===== config.mk =====
export PLATFORM = sky130hd
export DESIGN_NAME = commit_trace_buf_flat
export DESIGN_NICKNAME = d
export VERILOG_FILES = /design/src/rtl/commit_trace_buf_pkg.sv /design/src/rtl/commit_trace_buf_if.sv /design/src/rtl/commit_trace_buf_compactor.sv /design/src/rtl/commit_trace_buf.sv /design/src/flat_wrapper.sv
export SDC_FILE = /design/constraint.sdc
export NUM_CORES = 2
export LEC_CHECK = 0
export CORE_MARGIN = 2
export CORE_UTILIZATION = 50
export CTS_BUF_LIST = sky130_fd_sc_hd__clkbuf_2 sky130_fd_sc_hd__clkbuf_4 sky130_fd_sc_hd__clkbuf_8
export DETAILED_ROUTE_END_ITERATION = 10
export PLACE_DENSITY = 0.66
export SYNTH_ARGS = -nofsm -noshare
export SYNTH_HDL_FRONTEND = slang
export SYNTH_SLANG_ARGS = --single-unit

===== constraint.sdc =====
create_clock -name clk -period 69.2 [get_ports clk]
set_clock_uncertainty 0.05 [all_clocks]
set_input_delay 20.76 -clock clk [delete_from_list [all_inputs] [get_ports clk]]
set_output_delay 20.76 -clock clk [all_outputs]
set_load 0.05 [all_outputs]

===== src/rtl/commit_trace_buf_pkg.sv =====
// Package for the commit trace buffer.
// Holds the capture-mode and trigger-phase enums, the drop counter width and
// the mode_i decode helper. 3 on mode_i is an alias for STREAM.
package commit_trace_buf_pkg;

  typedef enum logic [1:0] {
    TM_STREAM  = 2'd0,
    TM_RING    = 2'd1,
    TM_TRIGGER = 2'd2
  } trace_mode_e;

  // Trigger phase: ARMED behaves as a ring, POST counts down, DONE freezes capture.
  typedef enum logic [1:0] {
    TS_ARMED = 2'd0,
    TS_POST  = 2'd1,
    TS_DONE  = 2'd2
  } trig_state_e;

  localparam int TRACE_DROP_W = 16;

  function automatic trace_mode_e decode_mode(input logic [1:0] m);
    case (m)
      2'd1:    return TM_RING;
      2'd2:    return TM_TRIGGER;
      default: return TM_STREAM;
    endcase
  endfunction

endpackage


===== src/rtl/commit_trace_buf_if.sv =====
// Record capture / drain bus for the commit trace buffer.
//  in_valid  : per-channel record valid (lower index = older record)
//  in_rec    : per-channel records
//  out_valid : buffer non-empty
//  out_rec   : oldest record (first-word fall-through)
//  out_ready : consumer accepts out_rec
// master = core/consumer side, slave = the buffer.
interface commit_trace_buf_if #(
  parameter int NCH   = 2,
  parameter int REC_W = 48
);
  logic [NCH-1:0]            in_valid;
  logic [NCH-1:0][REC_W-1:0] in_rec;
  logic                      out_valid;
  logic [REC_W-1:0]          out_rec;
  logic                      out_ready;

  modport master (output in_valid, in_rec, out_ready, input out_valid, out_rec);
  modport slave  (input in_valid, in_rec, out_ready, output out_valid, out_rec);
endinterface


===== src/rtl/commit_trace_buf_compactor.sv =====
// trace_compactor: combinational prefix-sum over the active channel mask.
//  active_i : channels presenting a record this cycle
//  sel_o    : sel_o[s] = channel index feeding write slot s (slots packed, channel order)
//  k_o      : number of active channels
module trace_compactor #(
  parameter int NCH = 2,
  parameter int SW  = 1,
  parameter int KW  = 2
) (
  input  logic [NCH-1:0]         active_i,
  output logic [NCH-1:0][SW-1:0] sel_o,
  output logic [KW-1:0]          k_o
);

  always_comb begin
    int n;
    n     = 0;
    sel_o = '0;
    for (int c = 0; c < NCH; c++) begin
      if (active_i[c]) begin
        sel_o[n] = SW'(c);
        n        = n + 1;
      end
    end
    k_o = KW'(n);
  end

endmodule


===== src/rtl/commit_trace_buf.sv =====
// commit_trace_buf: multi-channel capture buffer for commit records.
// Accepts up to NCH records per cycle into a DEPTH-entry circular buffer,
// drained over a valid/ready stream. Modes: STREAM (drop new when full),
// RING (overwrite oldest), TRIGGER (ring until trig_i, then capture
// post_cnt_i more records and freeze).
//  clk, rst      : clock, synchronous active-high reset
//  clear_i       : synchronous flush, latches mode_i
//  mode_i        : capture mode (0/3 STREAM, 1 RING, 2 TRIGGER)
//  enable_i      : capture enable
//  trig_i        : trigger pulse (TRIGGER mode)
//  post_cnt_i    : records captured after the trigger (sampled on trigger)
//  bus           : record capture and drain stream (slave side)
//  count_o       : occupied entries
//  drop_cnt_o    : dropped/overwritten records, saturating
//  triggered_o   : trigger seen since last clear
//  done_o        : post-trigger capture complete
module commit_trace_buf
  import commit_trace_buf_pkg::*;
#(
  parameter int NCH   = 2,
  parameter int DEPTH = 16,
  parameter int REC_W = 48,
  parameter int CNT_W = 8
) (
  input  logic                      clk,
  input  logic                      rst,
  input  logic                      clear_i,
  input  logic [1:0]                mode_i,
  input  logic                      enable_i,
  input  logic                      trig_i,
  input  logic [CNT_W-1:0]          post_cnt_i,
  commit_trace_buf_if.slave         bus,
  output logic [$clog2(DEPTH):0]    count_o,
  output logic [TRACE_DROP_W-1:0]   drop_cnt_o,
  output logic                      triggered_o,
  output logic                      done_o
);

  localparam int PW = $clog2(DEPTH);
  localparam int CW = PW + 1;
  localparam int KW = $clog2(NCH + 1);
  localparam int SW = (NCH > 1) ? $clog2(NCH) : 1;
  localparam int DROP_MAX = (1 << TRACE_DROP_W) - 1;

  logic [DEPTH-1:0][REC_W-1:0] mem;
  logic [PW-1:0]               wr_ptr, rd_ptr;
  logic [CW-1:0]               count_q;
  logic [TRACE_DROP_W-1:0]     drop_q, drop_d;
  logic [CNT_W-1:0]            rem_q;
  trace_mode_e                 mode_q;
  trig_state_e                 st_q, st_d;

  logic [NCH-1:0]              active;
  logic [NCH-1:0][SW-1:0]      sel;
  logic [KW-1:0]               k;
  logic                        out_valid, pop, flush;
  logic                        trig_now, post_phase;
  int                          acc_i, ovf_i, fill_i, rem_i, pop_i, budget_i;

  assign flush     = rst | clear_i;
  assign out_valid = (count_q != '0);
  assign pop       = out_valid & bus.out_ready;

  assign bus.out_valid = out_valid;
  assign bus.out_rec   = mem[rd_ptr];
  assign count_o       = count_q;
  assign drop_cnt_o    = drop_q;
  assign triggered_o   = (st_q != TS_ARMED);
  assign done_o        = (st_q == TS_DONE);

  assign active = bus.in_valid & {NCH{enable_i & (st_q != TS_DONE)}};

  trace_compactor #(.NCH(NCH), .SW(SW), .KW(KW)) u_cmp (
    .active_i (active),
    .sel_o    (sel),
    .k_o      (k)
  );

  // Accept/overflow arithmetic. Written records are always the first acc_i
  // compacted slots, so lower channels win whenever capture is limited.
  always_comb begin
    int k_i, cnt_i, drop_inc, drop_sum;
    k_i        = int'(k);
    cnt_i      = int'(count_q);
    pop_i      = pop ? 1 : 0;
    trig_now   = (mode_q == TM_TRIGGER) && (st_q == TS_ARMED) && trig_i && enable_i;
    post_phase = trig_now || (st_q == TS_POST);
    // Records in the trigger cycle already count against post_cnt_i.
    budget_i   = trig_now ? int'(post_cnt_i) : int'(rem_q);
    acc_i      = k_i;
    ovf_i      = 0;
    drop_inc   = 0;
    if (mode_q == TM_STREAM) begin
      // Free space ignores a same-cycle pop.
      if (acc_i > DEPTH - cnt_i) acc_i = DEPTH - cnt_i;
      drop_inc = k_i - acc_i;
      fill_i   = cnt_i - pop_i + acc_i;
    end else begin
      // Excess beyond the post-trigger budget is silently ignored, not dropped.
      if (post_phase && acc_i > budget_i) acc_i = budget_i;
      fill_i = cnt_i - pop_i + acc_i;
      if (fill_i > DEPTH) begin
        ovf_i  = fill_i - DEPTH;
        fill_i = DEPTH;
      end
      drop_inc = ovf_i;
    end
    rem_i    = budget_i - acc_i;
    drop_sum = int'(drop_q) + drop_inc;
    drop_d   = (drop_sum > DROP_MAX) ? TRACE_DROP_W'(DROP_MAX) : TRACE_DROP_W'(drop_sum);
  end

  always_comb begin
    st_d = st_q;
    case (st_q)
      TS_ARMED: if (trig_now) st_d = (rem_i == 0) ? TS_DONE : TS_POST;
      TS_POST:  if (rem_i == 0) st_d = TS_DONE;
      default:  st_d = st_q;
    endcase
  end

  always_ff @(posedge clk) begin
    if (flush) st_q <= TS_ARMED;
    else       st_q <= st_d;
  end

  always_ff @(posedge clk) begin
    if (flush) begin
      wr_ptr  <= '0;
      rd_ptr  <= '0;
      count_q <= '0;
      drop_q  <= '0;
      rem_q   <= '0;
      mode_q  <= decode_mode(mode_i);
    end else begin
      wr_ptr  <= wr_ptr + PW'(acc_i);
      // Overwritten entries are skipped by moving the read side forward.
      rd_ptr  <= rd_ptr + PW'(pop_i + ovf_i);
      count_q <= CW'(fill_i);
      drop_q  <= drop_d;
      if (post_phase) rem_q <= CNT_W'(rem_i);
    end
  end

  // Storage has no reset; pointers/count define what is valid.
  always_ff @(posedge clk) begin
    if (!flush) begin
      for (int s = 0; s < NCH; s++) begin
        if (s < acc_i) mem[wr_ptr + PW'(s)] <= bus.in_rec[sel[s]];
      end
    end
  end

endmodule


===== src/flat_wrapper.sv =====
// flat-port wrapper written by rule: the top's interface ports become plain ports
module commit_trace_buf_flat import commit_trace_buf_pkg::*;
#(
  parameter int NCH   = 2,
  parameter int DEPTH = 16,
  parameter int REC_W = 48,
  parameter int CNT_W = 8
)
  (clk, rst, clear_i, mode_i, enable_i, trig_i, post_cnt_i, count_o, drop_cnt_o, triggered_o, done_o, bus_in_valid, bus_in_rec, bus_out_ready, bus_out_valid, bus_out_rec);
  commit_trace_buf_if #(.NCH(NCH), .REC_W(REC_W)) bus_i ();
  input  logic clk;
  input  logic rst;
  input  logic clear_i;
  input  logic [1:0] mode_i;
  input  logic enable_i;
  input  logic trig_i;
  input  logic [CNT_W-1:0] post_cnt_i;
  output logic [$clog2(DEPTH):0] count_o;
  output logic [TRACE_DROP_W-1:0] drop_cnt_o;
  output logic triggered_o;
  output logic done_o;
  input wire logic [$bits(bus_i.in_valid)-1:0] bus_in_valid;
  input wire logic [$bits(bus_i.in_rec)-1:0] bus_in_rec;
  input wire logic [$bits(bus_i.out_ready)-1:0] bus_out_ready;
  output wire logic [$bits(bus_i.out_valid)-1:0] bus_out_valid;
  output wire logic [$bits(bus_i.out_rec)-1:0] bus_out_rec;
  assign bus_i.in_valid = bus_in_valid;
  assign bus_i.in_rec = bus_in_rec;
  assign bus_i.out_ready = bus_out_ready;
  assign bus_out_valid = bus_i.out_valid;
  assign bus_out_rec = bus_i.out_rec;
  commit_trace_buf #(.NCH(NCH), .DEPTH(DEPTH), .REC_W(REC_W), .CNT_W(CNT_W)) u_core (.clk(clk), .rst(rst), .clear_i(clear_i), .mode_i(mode_i), .enable_i(enable_i), .trig_i(trig_i), .post_cnt_i(post_cnt_i), .bus(bus_i), .count_o(count_o), .drop_cnt_o(drop_cnt_o), .triggered_o(triggered_o), .done_o(done_o));
endmodule

==> summary by stage <==
Logic synthesis
Counting flops with an async set or reset pin after synthesis yields a share of 0%. Of the synthesized area, sequential elements account for 45.9%. The number of enable-type register cells in the synthesized netlist is 770. The count of synthesis-stage warnings from yosys is 0. For this run, the leading register cell type out of synthesis is sky130_fd_sc_hd__edfxtp_1. Synthesis produced a netlist whose cell count is 4,672. Each instance of the synthesized netlist takes up on average 11.2 µm². The number of flip-flops and latches in the synthesized netlist is 809. After synthesis, the netlist uses 80 different library cells. The cell area after technology mapping is 52,100 µm².

Pwr
The internal portion of total power is 977 µW. The power density over the cells is 25.6 nW/µm². In this run switching power makes up 34.0% of total power.

The worst-case vdd ir drop is 0.0202 mV. The logic gate share of total power is 30.0%. The analysis attributes to cell leakage a power of 21.5 nW. In this run the power spent charging and discharging nets is 503 µW. The clock network is responsible for 30.3% of the overall power. Sequential cells account for 39.7% of the total power.

Status
The run finished with clean final reports.

Worst setup path
The category of the worst setup path launch point is an input pin. The critical path class is input pin to register. Counting stages on the worst path, the most repeated cell is sky130_fd_sc_hd__ha_1. At the worst endpoint, the arrival time is 31,540 ps. The critical path required time is 69,830 ps. The largest single stage delay on the critical path is 1010 ps. The slowest cell on the critical path is sky130_fd_sc_hd__o41ai_4. The setup slack on the worst flop-to-flop path is 58,110 ps. The critical path capture point type is a register. The maximum fanout count along the critical path is 26.

Timing
The worst hold-check slack is 427 ps. The final-layout setup total negative slack is 0 ps. The number of slew-limit violations in the final report is 0. The setup-violating endpoint count in the final report is 0. The number of endpoints with negative hold slack in the final report is 0. At the pin with the least slew margin, the transition time is 1220 ps. The maximum clock rate is 0.0324 GHz. Setup repair after global routing left no endpoint under its margin. The worst slew margin relative to its limit is 18.1%.

Counting I/O delays and the setup requirement, the final critical path takes 30,900 ps. Of the available clock period, the critical path in the final layout requires 44.7%.

Layout
The multi-input logic area is 26,700 µm². The number of nets in the final layout is 4,853. The fraction of final layout cells with drive strength greater than 1 is 15.1%. The area growth from synthesis to layout is 10.7%. The number of filler instances in the final layout is 8,744. The sequential cell area in the final layout is 23,900 µm². Leaving out fill and tap cells, the most frequent cells in the layout are 807 x sky130_fd_sc_hd__o21ai_0, 770 x sky130_fd_sc_hd__edfxtp_1, 549 x sky130_fd_sc_hd__nand2_1. The most common library cell in the layout ignoring fill and taps is sky130_fd_sc_hd__o21ai_0.

CTS
In this run the number of H-tree levels came out at 4. The root buffer cell is sky130_fd_sc_hd__clkbuf_8. After clock tree synthesis, the clock-pin slew on the worst setup and hold paths is 60 ps. The number of clock sinks is 809.

The number of buffers inserted during clock tree synthesis is 146. TritonCTS built the clock tree. The post-CTS setup buffer count is 0. For the worst-skew pair, the clock arrives at the later sink with an insertion delay of 850 ps. The post-cts resize count is 0. The number of hold-repair buffers added at the cts stage is 0. The maximum clock insertion buffer count is 3.

Drt
In the routed layout, each cell is associated on average with a via count of 6.47. The DRC violation total after the first TritonRoute iteration is 5,302. The count of vias placed by the detailed router is 39.7k.

The detailed-route wire length per cell is 26.6 µm. After detailed routing, the total wire length is 163,000 µm. The DRC violations left is 0. The remaining antenna violation count after routing is 0. The number of iterations in the first detailed-routing pass is 6.

GRT
The initial antenna violation count was 4. The first global-routing pass estimated 243,000 µm of wire. The number of global-route vias before repair came to 37.9k. The remaining global-route overflow is 0. The pin count of the biggest net entering global routing is 159. The global-route total usage across every layer is 29.9%.

Die
In this run the vertical extent of the chip is 327 µm. The top-level port count is 186. The width of the chip is 327 µm. The die covers 107,000 µm².

The floorplan core area is 103,000 µm². The initial utilization of the core area, before any placement, comes to 50.4%. The number of rows created at floorplan is 118.

Placement
Detailed placement ended at an HPWL of 90,500 µm. The port buffer count is 185. The weighted congestion reported at the end of routability-driven placement is 0.899.

Flow run
The number of maximum-capacitance constraint violations is 0.

Hold path
The tightest min-delay check is of the register to register type.
==> cell families after synthesis <==
| kind of cell | count (synthesis) | synth area share, % |
|---|---|---|
| AOI/OAI and AO/OA | 1282 | 14.6 |
| xor gates and xnor gates | 58 | 0.975 |
| and+or+nand+nor | 1081 | 10.0 |
| adders and majority gates | 86 | 2.16 |
| other | 2 | 0.0144 |
| buffers and inverters | 475 | 3.51 |
| DFF | 809 | 45.9 |
| muxes | 879 | 22.9 |
==> metal layers <==
| metal | track usage [%] | vias to the layer above | wire length [µm] | part of all wire, % |
|---|---|---|---|---|
| li1 | - | 17800 | - | - |
| met1 | 41.8 | 19400 | 66300 | 41 |
| met2 | 47.8 | 2131 | 76600 | 47 |
| met3 | 4.63 | 327 | 15300 | 9.4 |
| met4 | 9.93 | 4 | 4900 | 3.0 |
| met5 | 0 | - | 27 | 0.017 |
==> worst paths after layout <==
path                            depth (start not counted)                         endpoint                         start
worst min-delay path                                    2     u_core.rem_q[6]$_SDFFE_PP0N_  u_core.rem_q[6]$_SDFFE_PP0N_
worst min register to register                          2     u_core.rem_q[6]$_SDFFE_PP0N_  u_core.rem_q[6]$_SDFFE_PP0N_
worst max register to register                         36  u_core.drop_cnt_o[1]$_SDFF_PP0_    u_core.mode_q[1]$_DFFE_PP_
worst max-delay path                                   37  u_core.drop_cnt_o[1]$_SDFF_PP0_                      enable_i
==> per-stage QoR <==
| step | worst slack [ps] | power [mW] | cells | area (µm²) | utilization, % |
|---|---|---|---|---|---|
| floorplan | 6800 | 0.933 | 4678 | 52200 | - |
| global placement | 37760 | 1.04 | 5886 | 55000 | 53.1 |
| detailed placement | 37580 | 1.04 | 5886 | 55000 | 53.1 |
| CTS | 38460 | 1.48 | 6137 | 57700 | 55.8 |
| global route | 37490 | 1.53 | 6138 | 57700 | 55.8 |
| finish | 38300 | 1.48 | 6138 | 57700 | 55.8 |
==> registers in the layout (all words and copies together), names as in the netlist <==
| name | count |
|---|---|
| u_core.count_o | 5 |
| u_core.drop_cnt_o | 16 |
| u_core.rd_ptr | 4 |
| u_core.mode_q | 2 |
| u_core.st_q | 2 |
| u_core.wr_ptr | 4 |
| u_core.rem_q | 8 |
| u_core.mem | 768 |
==> synthesized netlist by cell type (all sizes together), types with 12 or more instances <==
cell type | count | area [µm²]
buf | 104 | 439
a21o | 20 | 150
nor2 | 75 | 282
mux2i | 536 | 5370
edfxtp | 770 | 23100
or2 | 12 | 75.1
nand2 | 553 | 2080
mux2 | 103 | 1160
clkbuf | 322 | 1210
nand2b | 301 | 1880
inv | 48 | 180
nand4 | 12 | 75.1
dfxtp | 39 | 781
and3 | 16 | 100
nand3 | 31 | 160
a21oi | 62 | 355
mux4 | 240 | 5410
xor2 | 21 | 184
o21ai | 808 | 4040
nor2b | 15 | 93.8
xnor2 | 37 | 324
ha | 78 | 976
nor3 | 20 | 105
o22ai | 13 | 81.3
o211ai | 299 | 2250
==> worst max-delay path, delay by kind of cell <==
family	cells	cell delay (ps)
AO/OA/AOI/OAI	16	4700
adder cells (fa/ha/maj)	6	1990
multiplexers	1	370
AND/OR/NAND/NOR	11	3030
buffers and inverters	3	650
==> final cells by class <==
| class | count | area share (%) |
|---|---|---|
| Clock buffer | 202 | 4.25 |
| Tap cell | 1380 | 2.99 |
| Sequential cell | 809 | 41.4 |
| Clock inverter | 49 | 0.510 |
| Multi-Input combinational cell | 3394 | 46.3 |
| Timing Repair Buffer | 254 | 4.17 |
| Antenna cell | 1 | 0.00434 |
| Inverter | 49 | 0.319 |
==> power groups by stage <==
| stage | registers (mW) | logic [mW] | clock network [mW] |
|---|---|---|---|
| after floorplan | 0.613 | 0.320 | 0 |
| after detailed placement | 0.597 | 0.442 | 0 |
| final | 0.587 | 0.444 | 0.448 |
| after global routing | 0.590 | 0.474 | 0.471 |
| after global placement | 0.596 | 0.440 | 0 |
| after CTS | 0.587 | 0.444 | 0.453 |
(Power assumes the default switching activity.)
